--- config.mk ---
export PLATFORM = sky130hd
export DESIGN_NAME = fifo_wr_arbiter
export DESIGN_NICKNAME = d
export VERILOG_FILES = /design/src/rtl/fifo_arb_pkg.sv /design/src/rtl/fifo_wr_arbiter_rr_picker.sv /design/src/rtl/fifo_wr_arbiter.sv
export SDC_FILE = /design/constraint.sdc
export NUM_CORES = 1
export LEC_CHECK = 0
export ABC_AREA = 1
export CORE_MARGIN = 2
export CORE_UTILIZATION = 30
export CTS_CLUSTER_SIZE = 10
export DETAILED_ROUTE_END_ITERATION = 12
export MAX_ROUTING_LAYER = met4
export SLEW_MARGIN = 10
export SYNTH_ARGS = -nofsm -noshare
export SYNTH_HDL_FRONTEND = slang
export SYNTH_SLANG_ARGS = --single-unit
--- constraint.sdc ---
create_clock -name clk -period 2.2 [get_ports clk]
set_input_delay 0.33 -clock clk [delete_from_list [all_inputs] [get_ports clk]]
set_output_delay 0.33 -clock clk [all_outputs]
set_load 0.05 [all_outputs]
--- src/rtl/fifo_arb_pkg.sv ---
// Shared types and helpers for the FIFO write-side arbiter.
// Common to both builds; FIFO_ARB_STATS_EN only affects fifo_wr_arbiter.
package fifo_arb_pkg;

    typedef enum logic {IDLE, BURST} arb_state_t;

    localparam int STAT_W    = 16;
    localparam int MAX_REQ   = 16;
    localparam int MAX_IDX_W = 4;

    // First set bit of valid[0 +: n_req], searching circularly upward from ptr.
    function automatic logic [MAX_IDX_W-1:0] rr_pick(
        input logic [MAX_REQ-1:0]   valid,
        input logic [MAX_IDX_W-1:0] ptr,
        input int                   n_req
    );
        logic [MAX_IDX_W-1:0] idx;
        logic                 hit;
        int                   c;
        idx = ptr;
        hit = 1'b0;
        for (int k = 0; k < MAX_REQ; k++) begin
            c = int'(ptr) + k;
            if (c >= n_req) c = c - n_req;
            if (!hit && (k < n_req) && valid[c[MAX_IDX_W-1:0]]) begin
                hit = 1'b1;
                idx = c[MAX_IDX_W-1:0];
            end
        end
        return idx;
    endfunction

endpackage

--- src/rtl/fifo_wr_arbiter_rr_picker.sv ---
// Combinational circular priority encoder: valid vector + start pointer -> winner index.
// Common to both builds; FIFO_ARB_STATS_EN only affects fifo_wr_arbiter.
module rr_picker
    import fifo_arb_pkg::*;
#(
    parameter int N_REQ = 4,
    parameter int IDX_W = $clog2(N_REQ)
) (
    input  logic [N_REQ-1:0] i_valid,
    input  logic [IDX_W-1:0] i_ptr,
    output logic [IDX_W-1:0] o_idx,
    output logic             o_found
);

    logic [MAX_REQ-1:0]   w_valid_ext;
    logic [MAX_IDX_W-1:0] w_ptr_ext;
    logic [MAX_IDX_W-1:0] w_pick;

    assign w_valid_ext = MAX_REQ'(i_valid);
    assign w_ptr_ext   = MAX_IDX_W'(i_ptr);
    assign w_pick      = rr_pick(w_valid_ext, w_ptr_ext, N_REQ);
    assign o_idx       = w_pick[IDX_W-1:0];
    assign o_found     = |i_valid;

endmodule

--- src/rtl/fifo_wr_arbiter.sv ---
// Round-robin burst arbiter sharing one FIFO write port between N_REQ producers.
// Define FIFO_ARB_STATS_EN to add saturating per-requester beat counters (xfer_cnt).
module fifo_wr_arbiter
    import fifo_arb_pkg::*;
#(
    parameter int N_REQ     = 4,
    parameter int WIDTH     = 8,
    parameter int BURST_MAX = 4
) (
    input  logic                     clk,
    input  logic                     rst,
    input  logic [N_REQ-1:0]         req_valid,
    input  logic [N_REQ*WIDTH-1:0]   req_data,
    output logic [N_REQ-1:0]         req_ready,
    input  logic                     fifo_full,
    output logic                     fifo_write,
    output logic [WIDTH-1:0]         fifo_data_in,
    output logic [N_REQ-1:0]         grant,
    output logic                     busy
`ifdef FIFO_ARB_STATS_EN
    ,
    output logic [N_REQ*STAT_W-1:0]  xfer_cnt
`endif
);

    localparam int IDX_W  = $clog2(N_REQ);
    localparam int BEAT_W = $clog2(BURST_MAX) + 1;
    localparam logic [IDX_W-1:0]  LAST_IDX  = IDX_W'(N_REQ - 1);
    localparam logic [BEAT_W-1:0] LAST_BEAT = BEAT_W'(BURST_MAX - 1);

    arb_state_t        r_state;
    logic [IDX_W-1:0]  r_rr_ptr;
    logic [IDX_W-1:0]  r_gidx;
    logic [BEAT_W-1:0] r_beat_cnt;

    arb_state_t        w_state_nxt;
    logic [IDX_W-1:0]  w_rr_ptr_nxt;
    logic [IDX_W-1:0]  w_gidx_nxt;
    logic [BEAT_W-1:0] w_beat_cnt_nxt;

    logic [IDX_W-1:0]  w_pick_idx;
    logic              w_pick_found;
    logic              w_valid_g;
    logic [WIDTH-1:0]  w_data_g;
    logic              w_active;
    logic              w_xfer;
    logic [IDX_W-1:0]  w_ptr_after;

    rr_picker #(
        .N_REQ (N_REQ),
        .IDX_W (IDX_W)
    ) u_picker (
        .i_valid (req_valid),
        .i_ptr   (r_rr_ptr),
        .o_idx   (w_pick_idx),
        .o_found (w_pick_found)
    );

    // NOTE: every variable driven here gets a default first so no latch is inferred.
    always_comb begin
        w_valid_g = 1'b0;
        w_data_g  = '0;
        for (int i = 0; i < N_REQ; i++) begin
            if (r_gidx == IDX_W'(i)) begin
                w_valid_g = req_valid[i];
                w_data_g  = req_data[i*WIDTH +: WIDTH];
            end
        end
    end

    // Outputs are forced quiet while rst is high, even before the reset edge lands.
    assign w_active    = (r_state == BURST) && !rst;
    assign w_xfer      = w_active && w_valid_g && !fifo_full;
    assign w_ptr_after = (r_gidx == LAST_IDX) ? '0 : r_gidx + 1'b1;

    always_comb begin
        req_ready    = '0;
        grant        = '0;
        fifo_write   = 1'b0;
        fifo_data_in = '0;
        busy         = 1'b0;
        if (w_active) begin
            busy              = 1'b1;
            grant[r_gidx]     = 1'b1;
            req_ready[r_gidx] = !fifo_full;
            fifo_write        = w_xfer;
            fifo_data_in      = w_data_g;
        end
    end

    always_comb begin
        w_state_nxt    = r_state;
        w_rr_ptr_nxt   = r_rr_ptr;
        w_gidx_nxt     = r_gidx;
        w_beat_cnt_nxt = r_beat_cnt;
        case (r_state)
            IDLE: begin
                if (w_pick_found) begin
                    w_state_nxt    = BURST;
                    w_gidx_nxt     = w_pick_idx;
                    w_beat_cnt_nxt = '0;
                end
            end
            BURST: begin
                if (!w_valid_g) begin
                    w_state_nxt  = IDLE;
                    w_rr_ptr_nxt = w_ptr_after;
                end else if (!fifo_full) begin
                    if (r_beat_cnt == LAST_BEAT) begin
                        w_state_nxt  = IDLE;
                        w_rr_ptr_nxt = w_ptr_after;
                    end else begin
                        w_beat_cnt_nxt = r_beat_cnt + 1'b1;
                    end
                end
            end
            default: w_state_nxt = IDLE;
        endcase
    end

    // NOTE: sequential state uses non-blocking assignments so all registers update together.
    always_ff @(posedge clk) begin
        if (rst) begin
            r_state    <= IDLE;
            r_rr_ptr   <= '0;
            r_gidx     <= '0;
            r_beat_cnt <= '0;
        end else begin
            r_state    <= w_state_nxt;
            r_rr_ptr   <= w_rr_ptr_nxt;
            r_gidx     <= w_gidx_nxt;
            r_beat_cnt <= w_beat_cnt_nxt;
        end
    end

`ifdef FIFO_ARB_STATS_EN
    for (genvar i = 0; i < N_REQ; i++) begin : g_stat
        logic [STAT_W-1:0] r_cnt;
        always_ff @(posedge clk) begin
            if (rst) begin
                r_cnt <= '0;
            end else if (w_xfer && (r_gidx == IDX_W'(i)) && (r_cnt != '1)) begin
                r_cnt <= r_cnt + 1'b1;
            end
        end
        assign xfer_cnt[i*STAT_W +: STAT_W] = r_cnt;
    end
`endif

endmodule

Yosys cells after proc, flatten, opt, wreduce, memory -nomap -nowiden
Cells that the tools add are included.

Add/subtract/negate cells: 9. $lt $le $gt $ge: 10. Equal/unequal tests: 10. Multiplexer cells: 48. Bitwise gates (word level): 2. Reductions and logical operators: 17.

Operator list (count): 32-bit by 4-bit greater-or-equal comparator with 1-bit output (second input constant) (3); 8-bit two-way mux (5); 4-bit two-way mux (6); 4-bit by 5-bit less-than comparator with 1-bit output (second input constant) (4); 1-bit two-way mux (18); 1-bit binary-select mux with 4-bit select (4); 2-bit two-way mux (8); 3-bit two-way mux (4); 4-bit subtractor (second input constant) (3); 1-bit logical AND (7); 2-bit by 2-bit adder with 3-bit output (second input constant) (2); 2-bit by 1-bit inequality test with 1-bit output (second input constant) (3); 2-bit inequality test (second input constant) (3); 3-bit one-hot mux with 2 select lines (1); 1-bit zero test (5); 4-bit AND (1); 2-bit == test (second input constant) (2); 4-bit AND reduction (1); 4-bit OR reduction (1); 2-bit by 3-bit subtractor with 4-bit output (second input constant) (1); 2-bit by 1-bit adder with 3-bit output (second input constant) (1); 3-bit by 1-bit adder with 3-bit output (second input constant) (1); 3-bit by 2-bit == test with 1-bit output (second input constant) (1); 2-bit by 3-bit greater-or-equal comparator with 1-bit output (second input constant) (1); other kinds (10) (10).

Register bits: 8. Input port bits: 39. Output and inout port bits: 18. Word-level logic and storage cells: 100.

Longest topological paths before layout
Depth after elaboration: 14. Gate-level depth with buffers: 13. Mapped depth without buffers: 12.

Hierarchy
A second synthesis with hierarchy kept.

Cell total of the unflattened synthesis: 188. Area total of the unflattened synthesis: 1131.1 um2.

By module, submodules not included: fifo_wr_arbiter (times used 1, cells each 128, area each 807.0 um2, seq. area each 160.2 um2); rr_picker (times used 1, cells each 60, area each 324.1 um2, seq. area each 0.0 um2).

Worst setup path before layout
Ideal clock, no wire load.

Path type: input to output. From: input rst. To: output req_ready[0]. Data arrival time: 2.549 ns. Required time: 1.870 ns. Setup slack: -0.679 ns. Stages on the path: 4. Path buffers: 1. Path through: clkbuf_1 nor2_2 clkinv_1 nor3_1.

Longest elaborated chain between the ends: 3.

RTL lines: from (decl) (line fifo_wr_arbiter.sv:11) `input logic rst,`; 1-bit zero test (line fifo_wr_arbiter.sv:72) `assign w_active = (r_state == BURST) && !rst;`; 1-bit logical AND (line fifo_wr_arbiter.sv:72); 4-bit two-way mux (line fifo_wr_arbiter.sv:82) `if (w_active) begin`; to (decl) (line fifo_wr_arbiter.sv:14) `output logic [N_REQ-1:0] req_ready,`.

Every way passes these cells.

Worst setup path after layout
From: register r_gidx[0]. To: output fifo_write.

Longest elaborated chain between the ends: 8. Elaborated cells on any way between the ends: 11. Classes of those cells: eq/ne (3); mux (5); reduce/logical (3).

RTL lines: from (decl) (line fifo_wr_arbiter.sv:33) `logic [IDX_W-1:0] r_gidx;`; from (signal assigned) (line fifo_wr_arbiter.sv:131) `r_gidx <= w_gidx_nxt;`; 2-bit zero test (line fifo_wr_arbiter.sv:64) `if (r_gidx == IDX_W'(i)) begin`; 1-bit two-way mux (3 in series) (line fifo_wr_arbiter.sv:64); 1-bit two-way mux * (line fifo_wr_arbiter.sv:64); 1-bit logical AND * (2 in series) (line fifo_wr_arbiter.sv:73) `assign w_xfer = w_active && w_valid_g && !fifo_full;`; 1-bit two-way mux * (line fifo_wr_arbiter.sv:82); to (decl) (line fifo_wr_arbiter.sv:16) `output logic fifo_write,`.

Mark *: on every way between the ends. The rest lies on a longest branch, timed or not.

==> run metrics <==
status completed; dominant synthesized flop cell dfxtp_1; Sw Share 52.7%; number of synthesized flops with an enable pin 0; PwrDens 1110 nW/µm²; # clock sinks 8; Setup CP Type flop to primary output; initial antenna violation count 0; core box area 3420 µm²; Max Used Layer met4; mux contribution to synthesized area 0%; routability cong. 0.844; Flop pwr share 10.3%; syn nets 236; Hold/Removal Path Class flop to flop; initial drt markers 51; Worst Skew 0.00312 ns; met3 routed WL 138 µm; post-synthesis compound-gate area fraction 25.7%; simple-gate share of the synthesized area 36.1%; row count 21; vias in the first global route 1,506; #FFs+latches synth 8; Achievable Freq 0.478 GHz; Cell variety after synth 26; Port Buf Inserts 56; Syn Inst Count 187; Post-Synth Adder-Cell Area 11.5%; Period minus WS final 2.09 ns; Fin Hold WS 0.492 ns; Die W 64.3 µm; P_int 1120 µW; Post-Synth XOR/XNOR Area 0.802%; largest net degree at the start of global routing 19; final setup fails 0; top-area cell type share of the netlist area 14.7%; CP required 1.87 ns; final net count 302; 1st-pass router iterations 4; most frequent cells in the layout clkdlybuf4s50_1, nand2_1, o21ai_0, buf_12, a21oi_1; die height 64.3 µm; total wire length 3870 µm; first-pass GRT wire length 6790 µm; area post-placement 2000 µm²; Inserted Diodes 0; Hold Vio Cnt, Final 0; worst-path fanout max 6; clk root buf clkbuf_4; TritonCTS clock tree built; H-tree depth 1; data arrival time of the critical path 1.76 ns; gr usage total 20.7%; DR vias 1,465; Antenna Nets Post-Route 0; initial core utilization 32.0%; clock power share 4.6%; Post-Route M1 WL 1600 µm; largest cells by area after synthesis dfxtp_1, nand2_1, o21ai_0; top-level I/O count 57; DIE AREA 4140 µm²; crit start category flop; Switch Pwr 1250 µW; CTS clk-pin slew, worst paths 0.05 ns; Cell Area, Synth 1090 µm²; Worst Setup End Kind primary output; largest family of logic cells by synthesized area simple AND/OR/NAND/NOR gates; final slew viol count 0; RSZ-0062 raised after global routing false; Tcrit/Tclk final 95.1%; Met2 Routed Length 2030 µm; actual slew at the worst max-slew pin 0.429 ns; CTS Buffer Depth 2; max cap viols 0; Hold Buf Count CTS 0; Vias/cell 4.93; area leader, netlist dfxtp_1; syn avg cell area 5.84 µm²; Comb power frac 85.1%; Max-Slew Margin vs Limit 71.3%; Leak 0.000894 µW; dpl hpwl 3140 µm; DR WL/cell 13.0 µm; sequential share of the synthesized area 14.7%; layout overhead on the synthesized area 95.4%; Num CTS Buffers 3; Yosys warning count 0; global route total overflow 0; most common cell after layout, fill and taps aside clkdlybuf4s50_1; asr flop ratio synth 0%; Residual DRC 0; share of layout cells above drive strength 1 28.7%; Layout Cell Area excl Fill 2130 µm²; Clk Latency, worst-skew pair 0.25 ns; worst ir drop on vdd 0.000444 V
worst max-delay path: stages (launching register included):
cell,delay [ns]
dfxtp_2,0.35
inv_2,0.11
ha_4,0.20
nand3_2,0.10
o21ai_4,0.07
nand2_2,0.08
a21oi_4,0.19
nand2_1,0.08
nor2_2,0.16
buf_12,0.16
area by class of cell:
| class | instances | area (µm²) |
|---|---|---|
| inverter | 22 | 91.3 |
| timing repair buffer | 68 | 860 |
| clock buffer | 3 | 22.5 |
| tap | 46 | 57.6 |
| sequential | 8 | 165 |
| multi-input combinational | 150 | 938 |
| fill | 317 | 1280 |
what timing repair did:
item / 4_1_cts / 5_1_grt
endpoints found under the setup margin: 9 / 9
resized for setup: 4 / 13
setup buffers: 4 / 1
pin swaps: 0 / 3
through the flow:
| stage | setup WS (ns) | util (%) | total power, µW | std cells | setup TNS [ns] |
|---|---|---|---|---|---|
| after floorplan | 0.105 | - | 1440 | 187 | 0 |
| after global placement | 0.203 | 58.5 | 1980 | 289 | 0 |
| after detailed placement | 0.181 | 58.5 | 2030 | 289 | 0 |
| after CTS | -0.00409 | 61.2 | 2290 | 296 | -0.00409 |
| after global routing | 0.00118 | 62.5 | 2580 | 297 | 0 |
| final | 0.108 | 62.5 | 2370 | 297 | 0 |
state kept, by name, indices dropped and copies added, names as in the netlist:
signal	count
r_rr_ptr	2
r_state	1
r_gidx	2
r_beat_cnt	3
layer usage:
| layer | global-route usage, % | vias up |
|---|---|---|
| li1 | - | 751 |
| met1 | 22.5 | 676 |
| met2 | 38.0 | 30 |
| met3 | 4.58 | 8 |
| met4 | 5.05 | 0 |
| met5 | - | - |
worst paths after layout:
path,slack (ns),end,cells past startpoint,start
worst min register to register,0.49,r_beat_cnt[2],2,r_beat_cnt[2]
worst max-delay path,0.11,fifo_write,9,r_gidx[0]
worst min-delay path,0.49,r_beat_cnt[2],2,r_beat_cnt[2]
worst max register to register,0.31,r_gidx[0],12,r_rr_ptr[1]
synthesized netlist by cell type, types with 2 or more instances:
| cell | instances |
|---|---|
| nand4_1 | 2 |
| nor3_1 | 4 |
| inv_2 | 2 |
| clkbuf_1 | 4 |
| a21oi_1 | 25 |
| nand3_1 | 15 |
| nand2_1 | 35 |
| inv_1 | 18 |
| nor2_1 | 20 |
| dfxtp_1 | 8 |
| ha_1 | 10 |
| o21ai_0 | 26 |
| nand3_2 | 3 |
| nand2_2 | 3 |
logic make-up after synthesis:
family	Yosys count
flip-flops	8
XOR/XNOR	1
adder cells (fa/ha/maj)	10
AND/OR/NAND/NOR	86
AO/OA/AOI/OAI	53
buffers and inverters	29
power by group through the flow:
stage | registers, µW | clock network [µW] | logic [µW]
floorplan | 227 | 0 | 1210
CTS | 229 | 115 | 1950
global placement | 224 | 0 | 1760
detailed placement | 229 | 0 | 1800
finish | 244 | 110 | 2020
global route | 248 | 124 | 2210
Power figures use the tool's default switching activity.
